==> config.mk <==
export PLATFORM = sky130hd
export DESIGN_NAME = imem_loader
export DESIGN_NICKNAME = d
export VERILOG_FILES = /design/src/rtl/imem_loader.sv
export SDC_FILE = /design/constraint.sdc
export NUM_CORES = 1
export LEC_CHECK = 0
export CAP_MARGIN = 20
export CORE_MARGIN = 2
export CORE_UTILIZATION = 56
export CTS_BUF_LIST = sky130_fd_sc_hd__clkbuf_8
export DETAILED_ROUTE_END_ITERATION = 8
export GPL_ROUTABILITY_DRIVEN = 0
export MAX_ROUTING_LAYER = met4
export PLACE_DENSITY = 0.92
export SLEW_MARGIN = 40
export SYNTH_ARGS = -nofsm -noshare
export SYNTH_HDL_FRONTEND = slang
export SYNTH_SLANG_ARGS = --single-unit
==> constraint.sdc <==
create_clock -name clk_i -period 3.42 [get_ports clk_i]
set_clock_uncertainty 0.15 [all_clocks]
set_input_delay 1.026 -clock clk_i [delete_from_list [all_inputs] [get_ports clk_i]]
set_output_delay 1.026 -clock clk_i [all_outputs]
set_load 0.1 [all_outputs]
==> src/rtl/imem_loader.sv <==
// imem_loader: fills instruction memory from a little-endian byte stream
// (LEN_LO, LEN_HI, then N words of 4 bytes) and holds the CPU in reset
// until the whole program has been written.
// Optional build macro: IMEM_LOADER_CHECKSUM_EN adds a trailing XOR checksum byte.
//
// state    | meaning
// ---------+------------------------------------------------------------
// S_IDLE   | waiting for start, no bytes accepted
// S_LEN_LO | accepting low byte of word count N
// S_LEN_HI | accepting high byte of N, validating it against DEPTH
// S_DATA   | assembling data bytes into words, one write per 4 bytes
// S_FIN    | final write strobe in flight, no bytes accepted
// S_CHK    | accepting checksum byte (checksum build only)
// S_DONE   | load complete, core released
// S_ERR    | load aborted, core held
module imem_loader #(
   parameter int DEPTH = 256,
   parameter int CNT_W = 9
) (
   input  logic             clk_i,
   input  logic             reset_i,
   input  logic             start_i,
   input  logic             byte_valid_i,
   input  logic [7:0]       byte_data_i,
   output logic             byte_ready_o,
   output logic             mem_we_o,
   output logic [31:0]      mem_addr_o,
   output logic [31:0]      mem_wdata_o,
   output logic             cpu_hold_o,
   output logic             done_o,
   output logic             error_o,
   output logic [CNT_W-1:0] word_count_o
);

   typedef enum logic [2:0] {
      S_IDLE   = 3'd0,
      S_LEN_LO = 3'd1,
      S_LEN_HI = 3'd2,
      S_DATA   = 3'd3,
      S_FIN    = 3'd4,
      S_DONE   = 3'd5,
      S_ERR    = 3'd6
`ifdef IMEM_LOADER_CHECKSUM_EN
      , S_CHK  = 3'd7
`endif
   } state_t;

   state_t           state_q, state_d;
   logic [15:0]      len_q, len_d;
   logic [1:0]       idx_q, idx_d;
   logic [31:0]      asm_q, asm_d;
   logic [CNT_W-1:0] wc_q, wc_d;
   logic             we_q, we_d;
   logic [31:0]      addr_q, addr_d;
   logic [31:0]      wdata_q, wdata_d;
`ifdef IMEM_LOADER_CHECKSUM_EN
   logic [7:0]       csum_q, csum_d;
`endif

   logic             xfer;
   logic [15:0]      hdr_len;
   logic [CNT_W-1:0] wc_inc;

   // Outputs decoded straight from the state register.
   always_comb begin
      byte_ready_o = (state_q == S_LEN_LO) || (state_q == S_LEN_HI) || (state_q == S_DATA);
`ifdef IMEM_LOADER_CHECKSUM_EN
      if (state_q == S_CHK) byte_ready_o = 1'b1;
`endif
      cpu_hold_o = (state_q != S_DONE);
      done_o     = (state_q == S_DONE);
      error_o    = (state_q == S_ERR);
   end

   assign mem_we_o     = we_q;
   assign mem_addr_o   = addr_q;
   assign mem_wdata_o  = wdata_q;
   assign word_count_o = wc_q;

   assign xfer    = byte_valid_i && byte_ready_o;
   assign hdr_len = {byte_data_i, len_q[7:0]};
   assign wc_inc  = wc_q + CNT_W'(1);

   // Next-state, byte assembly and write-strobe generation.
   always_comb begin
      state_d = state_q;
      len_d   = len_q;
      idx_d   = idx_q;
      asm_d   = asm_q;
      wc_d    = wc_q;
      we_d    = 1'b0;
      addr_d  = addr_q;
      wdata_d = wdata_q;
`ifdef IMEM_LOADER_CHECKSUM_EN
      csum_d  = csum_q;
`endif
      case (state_q)
         S_IDLE, S_DONE, S_ERR: begin
            if (start_i) begin
               state_d = S_LEN_LO;
               wc_d    = '0;
            end
         end
         S_LEN_LO: begin
            if (xfer) begin
               len_d[7:0] = byte_data_i;
               state_d    = S_LEN_HI;
            end
         end
         S_LEN_HI: begin
            if (xfer) begin
               len_d[15:8] = byte_data_i;
`ifdef IMEM_LOADER_CHECKSUM_EN
               csum_d = 8'h00;
`endif
               if (hdr_len == 16'd0) begin
`ifdef IMEM_LOADER_CHECKSUM_EN
                  state_d = S_CHK;
`else
                  state_d = S_DONE;
`endif
               end else if (hdr_len > 16'(DEPTH)) begin
                  state_d = S_ERR;
               end else begin
                  wc_d    = '0;
                  idx_d   = 2'd0;
                  state_d = S_DATA;
               end
            end
         end
         S_DATA: begin
            if (xfer) begin
               // First byte ends up in [7:0] after four right-shifts.
               asm_d = {byte_data_i, asm_q[31:8]};
               idx_d = idx_q + 2'd1;
`ifdef IMEM_LOADER_CHECKSUM_EN
               csum_d = csum_q ^ byte_data_i;
`endif
               if (idx_q == 2'd3) begin
                  we_d    = 1'b1;
                  addr_d  = 32'(wc_q) << 2;
                  wdata_d = asm_d;
                  wc_d    = wc_inc;
                  if (16'(wc_inc) == len_q) state_d = S_FIN;
               end
            end
         end
         // Lets the last strobe land before the core is released.
         S_FIN: begin
`ifdef IMEM_LOADER_CHECKSUM_EN
            state_d = S_CHK;
`else
            state_d = S_DONE;
`endif
         end
`ifdef IMEM_LOADER_CHECKSUM_EN
         S_CHK: begin
            if (xfer) state_d = (byte_data_i == csum_q) ? S_DONE : S_ERR;
         end
`endif
         default: state_d = S_IDLE;
      endcase
   end

   // State and datapath registers with synchronous reset.
   always_ff @(posedge clk_i) begin
      if (reset_i) begin
         state_q <= S_IDLE;
         len_q   <= '0;
         idx_q   <= '0;
         asm_q   <= '0;
         wc_q    <= '0;
         we_q    <= 1'b0;
         addr_q  <= '0;
         wdata_q <= '0;
`ifdef IMEM_LOADER_CHECKSUM_EN
         csum_q  <= '0;
`endif
      end else begin
         state_q <= state_d;
         len_q   <= len_d;
         idx_q   <= idx_d;
         asm_q   <= asm_d;
         wc_q    <= wc_d;
         we_q    <= we_d;
         addr_q  <= addr_d;
         wdata_q <= wdata_d;
`ifdef IMEM_LOADER_CHECKSUM_EN
         csum_q  <= csum_d;
`endif
      end
   end

endmodule

==> reports/qor.yml <==
global_route:
  grt_max_degree: 83
  track_usage: 0.2436
  use_met1: 0.2915
  use_met2: 0.3947
  overflow: 0
  use_met3: 0.05092
  antenna_found_initial: 0
  grt_pass1_wl_um: 15820
  first_global_vias: 3470
  grt.busiest_layer: "met2"
cells_and_area:
  fin_area_um2: 4900
  regArea_um2: 1922
  area_growth_pct: 17.53
  fillers: 580
  fin_nets: 592
  drive_gt1_frac: 0.1647
  diodes: 0
  multiInputGateArea_um2: 2008
  final_util: 0.6792
sta:
  fin_hold_ws_ns: 0.3080
  period_minus_slack_ns: 3.011
  maxSlewViolCount: 0
  tns_ns: 0
  worst_slew_pin_slew_ns: 0.5934
  hold_violations: 0
  fmax_ghz: 0.3321
  setup_viol: 0
  rsz0062_at_grt: "false"
  relSlewSlack: 0.6029
  post-route-period-util: 0.8805
placement:
  place_area_um2: 4715
  io_buffer_count: 66
  hpwl_um: 6610
power:
  ir_drop_mv: 0.2993
  clkPwrFrac: 0.277
  power_switching_uw: 914.1
  p_sw_frac: 0.3573
  power.total_mw: 2.559
  seq_power_share: 0.476
  leakage_nw: 1.805
  p_int_mw: 1.645
  p_per_area_nw_per_um2: 522.2
  comb_power_share: 0.247
routing:
  routed_wl_um: 9806
  drt-vias-per-instance: 5.548
  routedWlPerCell_um: 14.38
  vias: 3784
  drtIter0Drc: 314
  final_antenna_net_count: 0
  drc: 0
  dr.pass1.iters: 5
critical_path:
  critPathMaxFanout: 10
  path_cells: "clkdlybuf4s50_1 -> or4_4 -> nor4_4 -> and3b_4 -> a2bb2oi_4 -> nand4_1 -> a21oi_1"
  max_stage_delay_ns: 0.55
  cp.required_ns: 3.55
  regToRegSetupSlack_ns: 0.79
  crit_type: "in2reg"
  critPathCaptureType: "flop"
  cp.arrival_ns: 3.14
  crit_slowest_cell: "or4_4"
  cp-start-kind: "input port"
yosys:
  ys_seq_area_frac: 0.4610
  synth_area_um2: 4169
  synthDistinctLibCells: 54
  netlist_instances: 526
  ys_seq_elements: 96
  yosysWarnings: 0
  synth_area_per_cell_um2: 7.926
  async_flop_share: 0
  synth_edf_count: 0
  ys.flop_type: "dfxtp_1"
floorplanning:
  fp.dieH_um: 90.28
  die-area_um2: 8150
  dieWidth_um: 90.28
  start_util: 0.5779
  rows: 31
  pin_count: 90
  coreArea_um2: 7214
clocking:
  root_buffer: "clkbuf_8"
  post_cts_resized: 0
  post-cts-setup-buffers: 0
  cts_made_buffers: 9
  ctsHoldBuffers: 0
  clock_path_buffers: 2
  clk_latency_ns: 0.36
  htree_levels: 3
  path_clk_slew_ns: 0.09
  clock_sinks: 96
  cts_tree: "done"
outcome:
  status: "finished clean"
run:
  maxCapViolations: 0
min_path:
  worstHoldPathType: "reg2reg"
==> power groups by stage <==
stage	logic [mW]	clock network, mW	registers [mW]
6_report	0.633	0.708	1.22
5_1_grt	0.668	0.760	1.22
4_1_cts	0.625	0.712	1.21
3_5_place_dp	0.619	0	1.24
3_3_place_gp	0.601	0	1.24
2_1_floorplan	0.526	0	1.21
==> metal layers <==
layer / part of all wire / routed length (um) / vias up
li1: - / - / 1827
met1: 0.43 / 4175 / 1765
met2: 0.48 / 4755 / 172
met3: 0.068 / 663 / 20
met4: 0.022 / 212 / 0
met5: 0 / 0 / -
==> worst paths after layout <==
check,startpoint,endpoint,cells after the start
max,byte_data_i[4],word_count_o[6],7
min,mem_addr_o[7],mem_addr_o[7],2
max reg2reg,word_count_o[0],state_q[2],7
min reg2reg,mem_addr_o[7],mem_addr_o[7],2
==> stage by stage <==
stage / setup WS [ns] / cells
2_1_floorplan: 0.1225 / 548
3_3_place_gp: 0.1052 / 666
3_5_place_dp: 0.04506 / 666
4_1_cts: 0.4270 / 682
5_1_grt: 0.3550 / 682
6_report: 0.4086 / 682
==> area by class of cell <==
cell class	instances	share of cell area
inverters	5	0.004597
flip-flops and latches	96	0.3922
clock inverters	7	0.01251
repair buffers	77	0.1302
clock buffers	9	0.02528
well taps	99	0.02528
multi-input cells	389	0.4099
==> sequential cells by signal (all words and copies together), names as in the netlist <==
name	cells
state_q	3
mem_wdata_o	32
mem_we_o	1
word_count_o	9
len_q	16
mem_addr_o	9
idx_q	2
asm_q	24
==> critical path, delay by kind of cell <==
kind	cells	cell delay [ns]
simple gates	4	1.19
compound gates	2	0.50
buf+inv	1	0.43
==> cell usage after synthesis, drive strengths merged (2+ instances only) <==
cell | instances | share of area
nand2b | 2 | 0.0030
nor2 | 26 | 0.024
a2bb2oi | 2 | 0.0084
nor3 | 2 | 0.0036
o2111ai | 2 | 0.0042
inv | 4 | 0.0036
or2 | 2 | 0.0030
or3 | 4 | 0.0060
xnor2 | 9 | 0.019
clkbuf | 29 | 0.026
mux2i | 9 | 0.022
nand3 | 7 | 0.0084
buf | 29 | 0.049
nand2 | 156 | 0.14
dfxtp | 96 | 0.46
xor2 | 2 | 0.0042
a21oi | 84 | 0.10
o21ai | 12 | 0.014
ha | 2 | 0.0060
and4 | 2 | 0.0042
a21boi | 2 | 0.0036
a311oi | 7 | 0.015
nand3b | 2 | 0.0036
nor4 | 2 | 0.0066
nand4 | 2 | 0.0030
and3 | 7 | 0.011
or4 | 4 | 0.0090
==> cells by family (layout without fill, tap and decap cells) <==
group / Yosys count / in the layout / share of synthesized area
AND/OR/NAND/NOR: 223 / 223 / 0.2368
AO/OA/AOI/OAI: 120 / 120 / 0.1675
flip-flops: 96 / 96 / 0.4610
buffers and inverters: 63 / 98 / 0.07953
XOR/XNOR: 11 / 11 / 0.02311
multiplexers: 10 / 10 / 0.02521
adder cells (fa/ha/maj): 2 / 2 / 0.006001
other: 1 / 23 / 0.0008995
==> cell usage in the layout, fill, tap and decap left out, drive strengths merged, types with 2 or more instances in the layout <==
master,n
ha,2
xnor2,9
inv,8
dfxtp,96
clkdlybuf4s50,10
and4,2
nor2,26
or3,4
a21oi,84
a2bb2oi,2
mux2i,9
nand2b,2
clkinvlp,2
conb,23
a21boi,2
or4,4
nand4,2
and3,7
clkbuf,9
o21ai,12
nor4,2
nand2,156
buf,67
nor3,2
xor2,2
clkinv,2
o2111ai,2
nand3,7
nand3b,2
or2,2
a311oi,7
No activity file was read; power rests on OpenSTA's default activity.
